## src/rtl/microaddr.sv

```systemverilog
// Shared micro-address counter command encoding used by the sequencer and the counter.
package microaddr;
  localparam int unsigned ADDR_W = 11;

  typedef enum logic [1:0] {
    CMD_NONE = 2'd0,
    CMD_INC  = 2'd1,
    CMD_LOAD = 2'd2
  } cmd_e;
endpackage

```

## src/rtl/microseq_ctrl.sv

```systemverilog
// Microcode sequencer: decodes the microword sequencing field into counter cmd/load_addr.
// Define MICROSEQ_STACK_GUARD_EN to trap return-stack overflow/underflow into HALT with stack_err.
module microseq_ctrl
  import microaddr::*;
#(
  parameter int unsigned STACK_DEPTH    = 4,
  parameter int unsigned DISPATCH_SHIFT = 3
) (
  input  logic              clk,
  input  logic              reset,
  input  logic [ADDR_W-1:0] addr,
  input  logic [2:0]        seq_op,
  input  logic [ADDR_W-1:0] target,
  input  logic [1:0]        cond_sel,
  input  logic [2:0]        flags,
  input  logic [7:0]        opcode,
  input  logic              mem_ready,
  input  logic              resume,
  output cmd_e              cmd,
  output logic [ADDR_W-1:0] load_addr,
  output logic              halted,
  output logic              stack_err
);

  localparam int unsigned IDXW = $clog2(STACK_DEPTH);
  localparam int unsigned SPW  = IDXW + 1;

  localparam logic [2:0] OP_CONT     = 3'd0;
  localparam logic [2:0] OP_JUMP     = 3'd1;
  localparam logic [2:0] OP_JCOND    = 3'd2;
  localparam logic [2:0] OP_DISPATCH = 3'd3;
  localparam logic [2:0] OP_CALL     = 3'd4;
  localparam logic [2:0] OP_RET      = 3'd5;
  localparam logic [2:0] OP_WAIT     = 3'd6;
  localparam logic [2:0] OP_HALT     = 3'd7;

  typedef enum logic {S_RUN = 1'b0, S_HALT = 1'b1} state_e;

  state_e            state_q, state_d;
  logic [SPW-1:0]    sp_q, sp_d;
  logic [ADDR_W-1:0] stack_q [STACK_DEPTH];
  logic [ADDR_W-1:0] stack_d [STACK_DEPTH];
  logic              halted_q, halted_d;
  logic              stack_err_q, stack_err_d;

  cmd_e              cmd_c;
  logic [ADDR_W-1:0] load_addr_c;
  logic              cond_true;
  logic              stack_full;
  logic              stack_empty;
  logic [IDXW-1:0]   push_idx;
  logic [IDXW-1:0]   pop_idx;
  logic [ADDR_W-1:0] ret_addr;
  logic [ADDR_W-1:0] opcode_ext;

  // flags = {negative, carry, zero}
  always_comb begin
    case (cond_sel)
      2'd0:    cond_true = flags[0];
      2'd1:    cond_true = flags[1];
      2'd2:    cond_true = flags[2];
      default: cond_true = 1'b1;
    endcase
  end

  // sp==0 pops index STACK_DEPTH-1 and sp==STACK_DEPTH pushes index 0 through the natural wrap.
  assign stack_full  = (sp_q == SPW'(STACK_DEPTH));
  assign stack_empty = (sp_q == '0);
  assign push_idx    = IDXW'(sp_q);
  assign pop_idx     = IDXW'(sp_q - SPW'(1));
  assign ret_addr    = addr + ADDR_W'(1);
  assign opcode_ext  = ADDR_W'(opcode);

  always_comb begin
    cmd_c       = CMD_NONE;
    load_addr_c = '0;
    state_d     = state_q;
    sp_d        = sp_q;
    stack_d     = stack_q;
    stack_err_d = stack_err_q;

    if (state_q == S_RUN) begin
      case (seq_op)
        OP_CONT: cmd_c = CMD_INC;
        OP_JUMP: begin
          cmd_c       = CMD_LOAD;
          load_addr_c = target;
        end
        OP_JCOND: begin
          if (cond_true) begin
            cmd_c       = CMD_LOAD;
            load_addr_c = target;
          end else begin
            cmd_c = CMD_INC;
          end
        end
        OP_DISPATCH: begin
          cmd_c       = CMD_LOAD;
          load_addr_c = opcode_ext << DISPATCH_SHIFT;
        end
        OP_CALL: begin
`ifdef MICROSEQ_STACK_GUARD_EN
          if (stack_full) begin
            stack_err_d = 1'b1;
            state_d     = S_HALT;
          end else begin
            cmd_c             = CMD_LOAD;
            load_addr_c       = target;
            stack_d[push_idx] = ret_addr;
            sp_d              = sp_q + SPW'(1);
          end
`else
          cmd_c             = CMD_LOAD;
          load_addr_c       = target;
          stack_d[push_idx] = ret_addr;
          sp_d              = stack_full ? '0 : sp_q + SPW'(1);
`endif
        end
        OP_RET: begin
`ifdef MICROSEQ_STACK_GUARD_EN
          if (stack_empty) begin
            stack_err_d = 1'b1;
            state_d     = S_HALT;
          end else begin
            cmd_c       = CMD_LOAD;
            load_addr_c = stack_q[pop_idx];
            sp_d        = sp_q - SPW'(1);
          end
`else
          cmd_c       = CMD_LOAD;
          load_addr_c = stack_q[pop_idx];
          sp_d        = stack_empty ? SPW'(STACK_DEPTH - 1) : sp_q - SPW'(1);
`endif
        end
        OP_WAIT: cmd_c = mem_ready ? CMD_INC : CMD_NONE;
        OP_HALT: state_d = S_HALT;
        default: cmd_c = CMD_NONE;
      endcase
    end else if (resume) begin
      cmd_c   = CMD_INC;
      state_d = S_RUN;
    end

    halted_d = (state_d == S_HALT);

    // Counter must see no command while reset is held.
    if (!reset) begin
      cmd_c       = CMD_NONE;
      load_addr_c = '0;
    end
  end

  always_ff @(posedge clk or negedge reset) begin
    if (!reset) begin
      state_q     <= S_RUN;
      sp_q        <= '0;
      halted_q    <= 1'b0;
      stack_err_q <= 1'b0;
      for (int i = 0; i < STACK_DEPTH; i++) stack_q[i] <= '0;
    end else begin
      state_q     <= state_d;
      sp_q        <= sp_d;
      halted_q    <= halted_d;
      stack_err_q <= stack_err_d;
      stack_q     <= stack_d;
    end
  end

  assign cmd       = cmd_c;
  assign load_addr = load_addr_c;
  assign halted    = halted_q;
`ifdef MICROSEQ_STACK_GUARD_EN
  assign stack_err = stack_err_q;
`else
  assign stack_err = 1'b0;
`endif

endmodule

```

## config.mk

```make
export PLATFORM = sky130hd
export DESIGN_NAME = microseq_ctrl
export DESIGN_NICKNAME = d
export VERILOG_FILES = /design/src/rtl/microaddr.sv /design/src/rtl/microseq_ctrl.sv
export SDC_FILE = /design/constraint.sdc
export NUM_CORES = 1
export LEC_CHECK = 0
export CAP_MARGIN = 10
export CORE_MARGIN = 3
export CORE_UTILIZATION = 55
export DETAILED_ROUTE_END_ITERATION = 12
export PLACE_DENSITY_LB_ADDON = 0.3
export SLEW_MARGIN = 20
export SYNTH_ARGS = -nofsm -noshare
export SYNTH_HDL_FRONTEND = slang
export SYNTH_SLANG_ARGS = --single-unit
export TNS_END_PERCENT = 100
```

## constraint.sdc

```tcl
create_clock -name clk -period 7.1 [get_ports clk]
set_input_delay 1.42 -clock clk [delete_from_list [all_inputs] [get_ports clk]]
set_output_delay 1.42 -clock clk [all_outputs]
set_load 0.05 [all_outputs]
```

**Yosys cells after proc, flatten, opt, wreduce, memory -nomap -nowiden**

Index checks and enable logic that the tools add are counted.

- Output and inout bits: 15
- Register bits: 48
- Logic and storage cells: 57

- $lt $le $gt $ge: 3
- Equality and inequality tests: 10
- $add $sub $neg: 3
- Multiplexer cells: 23
- Reduce and logical (&&, ||, !) cells: 9
- Bitwise logic cells: 3

Operators with widths:

| cell | count |
|---|---|
| two-way mux 11 bit | 6 |
| bitwise mux 44 bit | 1 |
| one-hot mux 11 bit (4 select lines) | 1 |
| binary-select mux 11 bit (select 2 bit) | 1 |
| demux 11 bit (select 2 bit) | 1 |
| equality test 3 bit, second input constant | 5 |
| adder 11 x 1 -> 11 bit, second input constant | 1 |
| one-hot mux 2 bit (4 select lines) | 1 |
| equality test 3 x 2 -> 1 bit, second input constant | 2 |
| >= comparator 3 bit, second input constant | 2 |
| zero test 3 bit | 2 |
| two-way mux 2 bit | 3 |
| two-way mux 3 bit | 2 |
| NOT 2 -> 3 bit | 2 |
| one-hot mux 3 bit (2 select lines) | 1 |
| two-way mux 1 bit | 5 |
| AND reduction 2 bit | 2 |
| OR reduction 4 bit | 1 |
| adder 3 x 1 -> 3 bit, second input constant | 1 |
| equality test 3 x 1 -> 1 bit, second input constant | 1 |
| less-than comparator 3 x 1 -> 1 bit, second input constant | 1 |
| one-hot mux 1 bit (3 select lines) | 1 |
| subtractor 3 x 1 -> 3 bit, second input constant | 1 |
| equality test 2 x 1 -> 1 bit, second input constant | 1 |
| other kinds (6) | 6 |

**Longest topological paths before layout**

- Depth after elaboration: 8
- Gate-level depth with buffers: 8
- Gate-level depth less buffers: 6

**Least setup slack after synthesis**

OpenSTA, ideal clock, no wires.

- Kind: input -> output
- Start point: input port cond_sel[0]
- End point: output port cmd[1]
- Cell stages on the path: 3
- Path slack: 1490 ps
- Data arrival time: 4190 ps
- Path through: nor3b_2 > a2111oi_4 > a2111oi_0

- Word-level cells in the longest chain between the ends: 6
- Elaborated cells on any way between the ends: 8
- Classes of those cells: eq/ne (2); mux (5); reduce/logical (1)

RTL lines:

| item | line | source |
|---|---|---|
| from (decl) | microseq_ctrl.sv:14 | `input logic [1:0] cond_sel,` |
| equality test 2 bit (tied with other cells) | microseq_ctrl.sv:58 | `case (cond_sel)` |
| one-hot mux 1 bit (3 select lines) * | microseq_ctrl.sv:58 |  |
| two-way mux 2 bit * | microseq_ctrl.sv:90 | `if (cond_true) begin` |
| one-hot mux 2 bit (4 select lines) * | microseq_ctrl.sv:83 | `case (seq_op)` |
| two-way mux 2 bit * | microseq_ctrl.sv:82 | `if (state_q == S_RUN) begin` |
| two-way mux 2 bit * | microseq_ctrl.sv:147 | `if (!reset) begin` |
| to (decl) | microseq_ctrl.sv:19 | `output cmd_e cmd,` |

Mark *: on every way between the ends. The rest lies on a longest branch, timed or not.

**Final worst setup path**

- Start point: input port seq_op[0]
- End point: output port load_addr[0]

- Word-level cells in the longest chain between the ends: 5
- Elaborated cells on any way between the ends: 9
- Classes of those cells: eq/ne (5); mux (3); reduce/logical (1)

RTL lines:

| item | line | source |
|---|---|---|
| from (decl) | microseq_ctrl.sv:12 | `input logic [2:0] seq_op,` |
| equality test 3 bit / equality test 3 x 1 -> 1 bit (equally long branches) | microseq_ctrl.sv:83 |  |
| OR reduction 2 bit (no line) | - |  |
| one-hot mux 11 bit (4 select lines) * | microseq_ctrl.sv:83 |  |
| two-way mux 11 bit * | microseq_ctrl.sv:82 |  |
| two-way mux 11 bit * | microseq_ctrl.sv:147 |  |
| to (decl) | microseq_ctrl.sv:20 | `output logic [ADDR_W-1:0] load_addr,` |

Marked as above.

==> impl_results.md <==
* First-pass GRT wire length at between 9000 and 10000 µm
* Drt drc at 0
* HPWL Detailed at between 4000 and 5000 µm
* Crit path top cell by count: clkdlybuf4s50_1
* Hold Startpoint: stack_q[22]
* Synth Area in Adders at 0.03791
* Critical path startpoint category: primary input
* Setup TNS at 0 ns
* Leakage at roughly 1.5 nW
* CTS resizes at 0
* Crit Reg-Reg Startpoint: sp_q[0]
* Critical Path Max Stage Delay at around 0.93 ns
* Hold EP: stack_q[22]
* CP Cell Sequence: clkdlybuf4s50_1, or2_4, a2111oi_4, a2111oi_2, a22o_1, clkdlybuf4s50_1
* Synth Register Bits at 48
* Area leader, netlist: dfrtp_1
* Antenna violations before repair at 0
* # port buffers at 55
* Hold path depth at 2
* GRT Overall Usage at 0.2202
* Clock transition at path regs at ~0.08 ns
* Async SR Flop Fraction at 1.000
* CP top delay family: buffers and inverters
* Die Y at about 75 µm
* CTS Sinks at between 40 and 50
* Largest net degree at the start of global routing at 51
* Layout cells sized above 1 at 0.1026
* F_max at 171.7 MHz
* Compound-Gate Fraction of Synth Area at 0.1791
* Buf+Inv Stages, Crit Path at 2
* VDD IR max at around 210 µV
* R2r endpoint: stack_q[34]
* Area Growth Syn to Fin at 25.45%
* MaxCap Viol Count at 0
* Clk buf depth at 2
* Pwr Total at about 1.2 mW
* Die area at approximately 5700 µm²
* Multiplexer share of the synthesized area at 0.1147
* GP Congestion at ~0.77
* Cell Area, Synth at approximately 2600 µm²
* Commonest cells in the netlist: nand2_1, dfrtp_1, o21ai_0
* Layout Nets at 351
* Final setup vio count at 0
* Net Count, Synth at slightly above 300
* Clock Skew at about 0.0087 ns
* Fin. max-slew vios at 0
* Status: finished clean
* Slew @ Worst Pin at a little over 1 ns
* Largest family of logic cells by synthesized area: compound AO/OA/AOI/OAI gates
* Yosys warns at 0
* Post-synth top area share at 0.4550
* CP max FO at 12
* CTS Root Cell: clkbuf_8
* EDFF count, synth at 0
* Clock insertion delay at the later pin of the skew report at approximately 0.30 ns
* DR vias/cell at between 5 and 6
* First DRT Iteration DRCs at between 70 and 80
* Post-synthesis sequential area ratio at 0.4550
* Synth Area per Inst at roughly 10 µm²
* Drt first pass iters at 4
* Pwr per Cell Area at between 300 and 400 nW/µm²
* Period utilization at 0.8204
* CTS Buf Count at 5
* Die width at ~75 µm
* Routed Antenna Nets at 0
* Synthesized instance count at roughly 260
* Worst path slowest cell: a2111oi_2
* Reg2reg path depth at 4
* # IOs at 57
* Core area at around 4500 µm²
* Postcts setup bufs at 0
* Crit path required time at 5.68 ns
* Grt ovf at 0
* Hold Path Class: register to register
* Hold Vio Cnt, Final at 0
* Average wire per standard cell at 16.27 µm
* Crit end category: output port
* Rows at 24
* RSZ-0062 raised after global routing: no
* Crit path from: seq_op[0]
* Via count at between 2000 and 2500
* Most numerous cell in the Yosys netlist: nand2_1
* Synth Area in XOR/XNOR at 0.03318
* Ant diodes at 0
* Top cells by area, synth: dfrtp_1, mux4_2, o21ai_0
* WS Path Type: primary input to output port
* Ys flop type: dfrtp_1
* Starting Density at 0.5861
* Number of global-route vias before repair at about 2000
* # hold bufs at CTS at 0
* H-tree Lvls at 2
* R2R Setup Slk at between 4 and 5 ns
* CTS tree: yes
* Synth cell types at 37
* Routed WL at between 5000 and 6000 µm
* Crit path time final at 5.825 ns
* CP arrival at between 4 and 5 ns
* Simple-Gate Fraction of Synth Area at 0.1289
* Slew margin rel. at 0.3199
==> kinds of logic after synthesis <==
group           Yosys count
compound gates           72
xor+xnor                 10
fa+ha+maj                 8
buf+inv                  25
flops                    48
mux                      16
other cells               1
simple gates             76
==> power by group <==
part / switching, mW / internal [mW] / total [mW] / leakage (nW)
combinational: 0.210 / 0.219 / 0.429 / 0.775
clock: 0.0885 / 0.176 / 0.264 / 0.0784
sequential: 0.0916 / 0.393 / 0.485 / 0.610
total: 0.390 / 0.788 / 1.18 / 1.46
==> metrics by stage <==
step                      utilization  instances  hold WS, ns  setup slack, ns  cell area, µm²
after floorplan                     -        256       0.4446            1.490            2640
after global placement         0.7000        346       0.4562            1.255            3153
after detailed placement       0.7000        346       0.4659            1.256            3153
after CTS                      0.7353        354       0.4846            1.245            3312
after global routing           0.7353        354       0.5053            1.077            3312
final                          0.7353        354       0.4814            1.275            3312
==> sequential cells by signal (all words and copies together) (netlist names) <==
signal	cells
stack_q	44
sp_q	3
halted	1
==> cells in the final DEF, fill, tap and decap left out, drive strengths merged <==
| cell type | instances |
|---|---|
| buf | 2 |
| nand2 | 51 |
| nor2 | 7 |
| conb | 1 |
| clkbuf | 5 |
| ha | 8 |
| nor4 | 1 |
| xnor2 | 7 |
| xor2 | 3 |
| a32oi | 1 |
| a211oi | 1 |
| o21ai | 45 |
| inv | 7 |
| nor3b | 1 |
| mux4 | 11 |
| a221o | 1 |
| a21o | 8 |
| or2 | 1 |
| or3b | 1 |
| mux2 | 4 |
| nand3b | 1 |
| nand3 | 5 |
| mux2i | 1 |
| nand2b | 1 |
| a22o | 11 |
| nor3 | 6 |
| a2111oi | 3 |
| dfrtp | 48 |
| bufinv | 3 |
| clkdlybuf4s50 | 54 |
| a31oi | 1 |
| nor4b | 1 |
| o21a | 1 |
==> cell type report <==
| class | instances | area, µm² |
|---|---|---|
| fill | 329 | 1192 |
| tap | 52 | 65.06 |
| multi-input combinational | 183 | 1308 |
| sequential | 48 | 1201 |
| inverter | 7 | 26.28 |
| clock buffer | 5 | 68.82 |
| clock inverter | 3 | 90.09 |
| timing repair buffer | 56 | 553.0 |
==> how the worst max path moves through the flow <==
stage	cells past startpoint	slack [ns]	endpoint
floorplan	3	1.49	cmd[1]
global placement	6	1.26	load_addr[2]
detailed placement	6	1.26	load_addr[1]
CTS	6	1.24	load_addr[1]
global route	6	1.08	load_addr[2]
finish	6	1.28	load_addr[0]
==> worst min-delay path, cell delays in order (launching register included) <==
cell and delay, ns:
dfrtp_1 0.34, nand2_1 0.05, o21ai_0 0.06
==> metal layers <==
layer | share of wire | vias up | GRT usage | wire, µm
li1 | - | 987 | - | -
met1 | 0.44 | 1007 | 0.2765 | 2509
met2 | 0.46 | 79 | 0.3624 | 2675
met3 | 0.082 | 11 | 0.05874 | 470
met4 | 0.018 | 0 | 0.08932 | 106
met5 | 0 | - | 0 | 0
Note: power is estimated with default switching activity, not from simulation.
